### config.mk
export PLATFORM = sky130hd
export DESIGN_NAME = gpc223_4_acc
export DESIGN_NICKNAME = d
export VERILOG_FILES = /design/src/rtl/gpc223_4_acc.sv
export SDC_FILE = /design/constraint.sdc
export NUM_CORES = 1
export LEC_CHECK = 0
export ABC_CLOCK_PERIOD_IN_PS = 2100
export CAP_MARGIN = 25
export CORE_UTILIZATION = 29
export DETAILED_ROUTE_END_ITERATION = 10
export HOLD_SLACK_MARGIN = 0.15
export SLEW_MARGIN = 20
export SYNTH_ARGS = -nofsm -noshare
export SYNTH_HDL_FRONTEND = slang
export SYNTH_SLANG_ARGS = --single-unit
### constraint.sdc
create_clock -name clk -period 2.1 [get_ports clk]
set_input_delay 0.315 -clock clk [delete_from_list [all_inputs] [get_ports clk]]
set_output_delay 0.315 -clock clk [all_outputs]
set_load 0.03 [all_outputs]
### src/rtl/gpc223_4_acc.sv
// Per-frame reduction of 4-bit gpc223_4 counts: saturating sum, beat count and overflow flag,
// presented through a single valid/ready output register with bubble-free pass-through.
module gpc223_4_acc #(
  parameter int ACC_W = 8,
  parameter int CNT_W = 8
) (
  input  logic             clk,
  input  logic             rst,
  input  logic             in_valid,
  output logic             in_ready,
  input  logic [3:0]       in_dst,
  input  logic             in_last,
  output logic             out_valid,
  input  logic             out_ready,
  output logic [ACC_W-1:0] out_sum,
  output logic [CNT_W-1:0] out_count,
  output logic             out_ovf
);

  typedef enum logic {S_EMPTY, S_FULL} state_t;

  state_t           r_state;
  logic [ACC_W-1:0] r_acc;
  logic [CNT_W-1:0] r_cnt;
  logic             r_ovf;
  logic [ACC_W-1:0] r_outSum;
  logic [CNT_W-1:0] r_outCount;
  logic             r_outOvf;

  logic             w_accFire;
  logic             w_outFire;
  logic             w_lastFire;
  logic [ACC_W:0]   w_accSum;
  logic [CNT_W:0]   w_cntSum;
  logic [ACC_W-1:0] w_accNext;
  logic [CNT_W-1:0] w_cntNext;
  logic             w_satNow;

  assign out_valid  = (r_state == S_FULL);
  assign in_ready   = !out_valid || out_ready;
  assign w_accFire  = in_valid && in_ready;
  assign w_outFire  = out_valid && out_ready;
  assign w_lastFire = w_accFire && in_last;

  // Sums are formed one bit wider; the carry bit both clamps the value and flags overflow.
  assign w_accSum  = {1'b0, r_acc} + {{(ACC_W-3){1'b0}}, in_dst};
  assign w_cntSum  = {1'b0, r_cnt} + {{CNT_W{1'b0}}, 1'b1};
  assign w_accNext = w_accSum[ACC_W] ? {ACC_W{1'b1}} : w_accSum[ACC_W-1:0];
  assign w_cntNext = w_cntSum[CNT_W] ? {CNT_W{1'b1}} : w_cntSum[CNT_W-1:0];
  assign w_satNow  = w_accSum[ACC_W] | w_cntSum[CNT_W];

  assign out_sum   = r_outSum;
  assign out_count = r_outCount;
  assign out_ovf   = r_outOvf;

  always_ff @(posedge clk or posedge rst) begin
    if (rst) begin
      r_state    <= S_EMPTY;
      r_acc      <= '0;
      r_cnt      <= '0;
      r_ovf      <= 1'b0;
      r_outSum   <= '0;
      r_outCount <= '0;
      r_outOvf   <= 1'b0;
    end else begin
      if (w_lastFire) begin
        r_outSum   <= w_accNext;
        r_outCount <= w_cntNext;
        r_outOvf   <= r_ovf | w_satNow;
        r_acc      <= '0;
        r_cnt      <= '0;
        r_ovf      <= 1'b0;
      end else if (w_accFire) begin
        r_acc <= w_accNext;
        r_cnt <= w_cntNext;
        r_ovf <= r_ovf | w_satNow;
      end

      // A last beat accepted while the old result drains reloads FULL in the same cycle.
      case (r_state)
        S_EMPTY: if (w_lastFire) r_state <= S_FULL;
        S_FULL:  if (w_outFire && !w_lastFire) r_state <= S_EMPTY;
        default: r_state <= S_EMPTY;
      endcase
    end
  end

endmodule

==> results of run 1 <==
-- cells in the mapped netlist, drive strengths merged, types with 5 or more instances --
cell / instances
buf: 9
nand2: 16
nor2: 15
nand3: 6
a31oi: 8
xnor2: 5
dfrtp: 35
ha: 5
a21oi: 18
o21ai: 12
-- logic make-up after synthesis --
kind of cell               Yosys count
muxes                                4
xor gates and xnor gates             6
adders and majority gates            6
and+or+nand+nor                     55
AOI/OAI and AO/OA                   61
buffers and inverters               16
DFF                                 35
-- state kept, by name, indices dropped and copies added, names as in the netlist --
register,flops
out_sum,8
out_valid,1
r_acc,8
out_count,8
r_ovf,1
out_ovf,1
r_cnt,8
-- placed cells by master, fill, tap and decap left out, types with 3 or more instances in the layout --
master,synthesis,routed
sky130_fd_sc_hd__inv_1,3,3
sky130_fd_sc_hd__and3_1,4,4
sky130_fd_sc_hd__buf_4,1,15
sky130_fd_sc_hd__o21bai_1,3,3
sky130_fd_sc_hd__nand3_1,6,6
sky130_fd_sc_hd__clkdlybuf4s50_1,0,27
sky130_fd_sc_hd__clkbuf_8,0,6
sky130_fd_sc_hd__dfrtp_1,35,35
sky130_fd_sc_hd__xnor2_1,5,5
sky130_fd_sc_hd__ha_1,5,5
sky130_fd_sc_hd__a21oi_1,16,16
sky130_fd_sc_hd__a31oi_1,8,8
sky130_fd_sc_hd__nand2_1,16,16
sky130_fd_sc_hd__o21ai_2,3,3
sky130_fd_sc_hd__a22o_1,4,4
sky130_fd_sc_hd__nor2_1,15,15
sky130_fd_sc_hd__o21ai_0,7,7
-- worst max-delay path by stage --
stage	start	end	slack, ns	cells past startpoint
2_1_floorplan	r_acc[0]	out_sum[2]	0.11	6
5_1_grt	in_dst[0]	r_acc[6]	0.008	8
6_report	in_dst[0]	r_acc[6]	0.07	8
3_3_place_gp	in_dst[0]	r_acc[6]	-0.26	8
4_1_cts	in_dst[0]	r_acc[6]	0.002	8
3_5_place_dp	in_dst[0]	r_acc[6]	-0.31	8
-- routing by layer --
metal  vias to the layer above  part of all wire [%]
li1                        728                     -
met1                       715                    51
met2                        27                    43
met3                         6                   4.1
met4                         0                   1.7
met5                         -                     0
-- area by class of cell --
class	count	share of cell area, %
multi-input cells	132	38.97
flip-flops and latches	35	36.76
repair buffers	42	16.07
well taps	77	4.044
clock buffers	6	3.466
inverters	3	0.4727
clock inverters	1	0.2101
-- timing repair --
action                                  in CTS  in global routing
setup buffers                                0                  0
gates resized for setup                      0                  2
endpoints found under the setup margin       0                  6
-- report_power, final --
group / total (mW) / internal (mW) / switching (mW)
combinational: 0.945 / 0.432 / 0.513
sequential: 0.930 / 0.814 / 0.116
clock: 0.501 / 0.257 / 0.244
total: 2.38 / 1.50 / 0.874
-- worst max-delay path: stages --
cell                              delay [ns]
sky130_fd_sc_hd__clkdlybuf4s50_1        0.41
sky130_fd_sc_hd__ha_1                   0.23
sky130_fd_sc_hd__fa_2                   0.39
sky130_fd_sc_hd__a211oi_4               0.29
sky130_fd_sc_hd__buf_4                  0.17
sky130_fd_sc_hd__nor3b_2                0.06
sky130_fd_sc_hd__a31o_2                 0.25
sky130_fd_sc_hd__a21oi_1                0.14
==> run summary, run 1 <==
Compared with the post-synthesis result, the final layout area differs by 26.18%. The area of the core came out at 0.006314 sq mm. The tree is rooted in a sky130_fd_sc_hd__clkbuf_8. The DRC violation count after routing came out at 0.

The last weighted congestion value of the routability-driven placer came out at 0.7927. The x dimension of the die came out at 82.69 microns. The design draws 2.377 mW.

The total power divided by cell area is around 1000 mW/mm^2. The number of vias in the routed layout is approximately 1500. The number of synthesized register bits is 35. The fraction of the cycle the final worst path needs came out at 96.89%. The biggest area contributor in the post-synthesis netlist is sky130_fd_sc_hd__dfrtp_1. The number of diodes came out at 0.

The H-tree generated during clock tree synthesis spans 2 levels. The portion of netlist area occupied by mux cells is 2.253%. The finished cells cover 0.002382 sq mm. The clock latency at the later pin of the worst-skew pair came out at 0.29 ns. The half-perimeter wire length after detailed placement came out at ~2.9 mm. 28 I/O pins were placed. The endpoint identified for the worst register-to-register timing path is r_acc[6]. The number of violations of the max-capacitance limit is 0. After clock tree synthesis, the clock-pin slew on the worst setup and hold paths is 0.07 ns.

The number of DRC violations after detailed-routing iteration 0 is between 100 and 150. The worst endpoint required time is 2.32 ns. The path depth of the worst reg2reg path is 7. The total of endpoints with negative setup slack in the final report is 0. The max-slew violation total from the final report is 0. The worst register-to-register path begins at r_acc[0]. The number of buffers inserted for hold repair after clock tree synthesis came out at 0. The average detailed-routed wire length per instance came out at 13.97 microns. The final wirelength is about 4.1 mm. The fraction of synthesis flops using an asynchronous set or reset pin came out at 100.0%. Of the total synthesized cell area, the portion taken by full adders, half adders and majority gates is about 4.4%.

Summed over its instances, the top area cell type makes up 46.39% of the synthesized netlist area. The sequential cells in the finished layout cover a total of 875.8 sq um. The count of synthesis-stage warnings from yosys came out at 0.

The number of port buffers came out at 27. The fraction of the mapped netlist area in simple logic gates came out at 16.50%. The count of distinct cell types in the synthesized netlist came out at 51. The via count of the first global-routing pass was 1357. Across all register-to-register paths, the minimum setup slack is between 0.1 and 0.15 ns. The fraction of met1 tracks used by global routing came out at 19.72%. The first-pass iteration count of the detailed router is 6. The transition at the pin with the smallest max-transition slack is 0.4532 ns. In this run, CTS created clock tree buffers numbering 5.

The site row count is 29. For met2 alone, demand over resource in global routing was around 20%. In the post-synthesis netlist, the biggest area contributors are sky130_fd_sc_hd__dfrtp_1, sky130_fd_sc_hd__a21oi_1, sky130_fd_sc_hd__ha_1.

The residual antenna-violating net count after detailed routing is 0. For this run, the leading register cell type out of synthesis is sky130_fd_sc_hd__dfrtp_1. In the final layout, the share of cells above drive strength 1 is 20.09%.

The remaining global-route overflow came out at 0. The worst path arrival time is approximately 2.3 ns. The multi-input combinational cells in the finished layout cover a total of 928.4 sq um.

The die boundary height is just over 80 microns. The global routing stage identified its most utilized layer as met1. The initial core utilization came out at 29.90%.

Static timing analysis puts the maximum clock frequency at 0.4915 GHz. After filler insertion, the fill cell instance count of the layout stands at 675. The maximum buffer depth of the clock tree came out at 2. The worst slew margin relative to its limit is ~70%. By area, the combinational part of the netlist is dominated by compound AO/OA/AOI/OAI gates. The average footprint of a synthesized cell is between 10 and 15 sq um. The kind of path behind the tightest hold check is in -> async. The number of standard cells in the final layout excluding fillers came out at 296. The proportion of synthesized chip area in sequential cells came out at a little under half.

The maximum fanout encountered on the critical timing path came out at 3. In the global route stage, overall resource usage came out at 13.86%. For this design the static power due to leakage is 1.047 nW.

The smallest setup slack after layout is between 0.06 and 0.07 ns. Final hold analysis gives a worst-case slack of ~0.43 ns. The number of instances in the synthesized netlist is ~180. The number of failing hold endpoints at the final stage came out at 0. STA classifies the critical path endpoint as a flop.

Using the TritonRoute via totals, the vias-per-cell ratio works out to about 5. After the last flow step, the layout net total stands at around 230. The first global-routing pass estimated 6.906 mm of wire. The setup TNS after final layout came out at 0 ns.

The worst slack at placement is -0.3098 ns. The clock tree from TritonCTS is done. Counting tap cells, the placed design contains a total of 289 instances. The class of the most critical setup path is in -> reg. The number of nets produced by synthesis came out at between 150 and 200.

The category of the worst setup path launch point is an input port. The flow ran to the end, and the final reports show no timing, DRC or antenna violations. After synthesis the cells add up to roughly 0.0019 sq mm.

Setup repair after global routing left no endpoint under its margin. The placed instances occupy a cell area of roughly 0.0023 sq mm. Summing the areas of all xor and xnor instances in the mapped netlist gives roughly 2.8% of the synthesized area. The die covers about 0.0068 sq mm.

The count of clock tree sinks came out at 35. After layout, the minimum clock period comes to between 2 and 2.5 ns. Entering global routing, the biggest net connects 36 pins. The initial antenna violation count is 0. The utilization of the core after routing came out at ~38%. The setup skew after layout is 0.008887 ns.

Global routing used roughly 3.8% of the available met3 tracks. The largest voltage drop on the vdd net came out at 633.7 uV. The complex-gate fraction of the synthesized area is 23.00%. The number of flops mapped to enable cells by yosys is 0.
Note: power is estimated with default switching activity, not from simulation.
==> run 2: changes to the inputs <==
--- a/config.mk
+++ b/config.mk
@@ -10,6 +10,7 @@
 export CORE_UTILIZATION = 29
 export DETAILED_ROUTE_END_ITERATION = 10
 export HOLD_SLACK_MARGIN = 0.15
+export MAX_ROUTING_LAYER = met4
 export SLEW_MARGIN = 20
 export SYNTH_ARGS = -nofsm -noshare
 export SYNTH_HDL_FRONTEND = slang
==> run 2 against run 1 <==
  * Clock skew about the same
  * Critical path type unchanged
  * Clock-buffer cell count unchanged
  * Largest cell class unchanged
  * Register-to-register slack about the same
  * Core utilization unchanged
==> run summary, run 2 (same netlist as run 1, synthesis figures left out) <==
In this run the critical register-to-register path is captured at r_acc[6]. Counting every sink on the clock net gives 35. The worst hold slack is roughly 0.43 ns. Tracing the worst setup path back leads to its startpoint at in_dst[0]. The initial antenna violation count came out at 0.

Setup repair after global routing left no endpoint under its margin. The area of the core came out at 0.006314 sq mm. The site row count is 29. Leaving out fill and tap cells, the most frequent cell in the layout is sky130_fd_sc_hd__dfrtp_1. The number of diodes came out at 0.

Across the VDD grid, the largest voltage drop is ~630 uV. For this run, the share of the core covered by cells in the final layout is between 30% and 40%. The leakage component of the power came out at approximately 1.0 nW.

The clock tree root buffer cell is sky130_fd_sc_hd__clkbuf_8. The worst slack at placement is -0.3098 ns. The category of the worst setup path launch point is an input port. STA classifies the critical path endpoint as a flop.

The met2 usage in global routing came out at just under 20%. The area growth from synthesis to layout came out at 26.18%. In the layout the commonest cells are sky130_fd_sc_hd__dfrtp_1, sky130_fd_sc_hd__clkdlybuf4s50_1, sky130_fd_sc_hd__nand2_1, sky130_fd_sc_hd__a21oi_1. The via count of the first global-routing pass is 1358. The number of failing hold endpoints at the final stage came out at 0. TritonCTS created 5 clock buffers. The post-route standard cell area excluding fillers is roughly 0.0024 sq mm. The aggregate global-route resource usage came out at 14.26%. The clock latency at the later pin of the worst-skew pair came out at 0.29 ns. The setup skew after layout is 0.009266 ns. The first-pass iteration count of the detailed router came out at 4.

The instance area after placement came out at 0.002290 sq mm. The worst endpoint required time came out at 2.31 ns. The number of DRC violations after detailed-routing iteration 0 is 115.

The average via count per standard cell is 4.983. The post-route total power came out at around 2.4 mW. The final wirelength came out at 4.118 mm.

The die boundary height is slightly above 80 microns. The area of the die is 0.006838 sq mm. The origin of the critical flop-to-flop path is r_acc[0]. The smallest setup slack after layout is 0.06419 ns. The worst slew margin relative to its limit came out at 69.82%.

Max-cap violations in this run came to 0. The worst path arrival time came out at 2.25 ns. The max-slew violation total from the final report was 0.

The met3 global-route usage came out at 3.846%. Dividing the detail-routed wire length by the instance count gives between 10 and 15 microns. The clock transition at the register clock pins on the worst setup and hold paths after CTS is 0.07 ns. The setup slack of the most critical reg-to-reg path is 0.14 ns.

The last weighted congestion value of the routability-driven placer came out at 0.8039. The transition at the pin with the smallest max-transition slack came out at about 0.45 ns. Cells with a size suffix above 1 make up 20.09% of the layout. The class of the most critical setup path is in -> reg. The wire length of the first global-routing pass is 6.913 mm.

The number of cells on the worst reg-to-reg path is 7. The fraction of the cycle the final worst path needs came out at 96.94%. The flow ran to the end, and the final reports show no timing, DRC or antenna violations. The number of placed I/O pins is 28. The post-layout minimum cycle time came out at 2.036 ns. The most critical setup path has its endpoint at r_acc[6]. The number of port buffers came out at 27. After global routing the overflow that remains totals 0.

After global routing, the most crowded layer is met1. Global routing consumed, on the met1 layer, 19.78% of the routing resources. For this configuration, the core starts out at a cell density of 29.90%. The net count of the finished layout is ~230. The total power divided by cell area came out at between 900 and 1000 mW/mm^2. Setup violations remaining at the end of the flow were counted as 0. TritonCTS built the clock tree. The path class of the tightest hold or removal check is in -> async. The DRC violation count after routing is 0. Summed over all nets, the half-perimeter wirelength after detailed placement is 2.935 mm. The number of vias in the routed layout came out at approximately 1500. After filler insertion, the fill cell instance count of the layout stands at 675. The H-tree generated during clock tree synthesis spans 2 levels. The residual antenna-violating net count after detailed routing is 0. The clock passes through at most 2 buffers.

The pin count of the biggest net entering global routing came out at 36. The maximum fanout encountered on the critical timing path came out at 3. From left edge to right edge, the die measures slightly above 80 microns. After clock tree synthesis, the flow added hold-fix buffers numbering 0.

The fmax came out at between 0.4 and 0.5 GHz.
-- run 2: cell counts in the layout (fill, tap and decap cells not counted) --
Identical to the previous run, type by type.
-- run 2: timing repair --
action | 4_1_cts | 5_1_grt
endpoints found under the setup margin | 0 | 6
setup buffers | 0 | 0
endpoints found under the hold margin | 0 | 0
resized for setup | 0 | 2
-- run 2: stage by stage --
| step | std cells | TNS (ns) |
|---|---|---|
| floorplan | 183 | 0 |
| global placement | 289 | -3.344 |
| detailed placement | 289 | -3.709 |
| CTS | 296 | 0 |
| global route | 296 | 0 |
| finish | 296 | 0 |
-- run 2: worst min path at each step --
stage	slack, ns	end	start	depth (start not counted)
2_1_floorplan	0.45	r_ovf	r_ovf	2
3_3_place_gp	0.46	r_ovf	r_ovf	2
3_5_place_dp	0.47	out_count[6]	out_count[6]	2
4_1_cts	0.45	out_count[5]	rst	3
5_1_grt	0.50	out_count[6]	out_count[6]	2
6_report	0.43	out_count[5]	rst	3
-- run 2: metal layers --
layer,vias to the layer above,share of wire [%]
met5,-,0
met4,0,1.7
met3,6,4.1
met2,26,43
met1,714,51
li1,729,-
-- run 2: power by group --
part           internal (mW)  leakage [nW]  switching (mW)
registers              0.814         0.450           0.116
clock network          0.257        0.0470           0.240
logic                  0.432         0.550           0.514
-- run 2: layout make-up --
type,count,area [sq um],share of cell area (%)
timing repair buffer,42,382.9,16.07
multi-input combinational,132,928.4,38.97
tap,77,96.34,4.044
inverter,3,11.26,0.4727
sequential,35,875.8,36.76
clock buffer,6,82.58,3.466
clock inverter,1,5.005,0.2101
-- run 2: worst max-delay path, stage by stage --
cell                              delay [ns]
sky130_fd_sc_hd__clkdlybuf4s50_1        0.41
sky130_fd_sc_hd__ha_1                   0.23
sky130_fd_sc_hd__fa_2                   0.39
sky130_fd_sc_hd__a211oi_4               0.29
sky130_fd_sc_hd__buf_4                  0.17
sky130_fd_sc_hd__nor3b_2                0.06
sky130_fd_sc_hd__a31o_2                 0.25
sky130_fd_sc_hd__a21oi_1                0.14
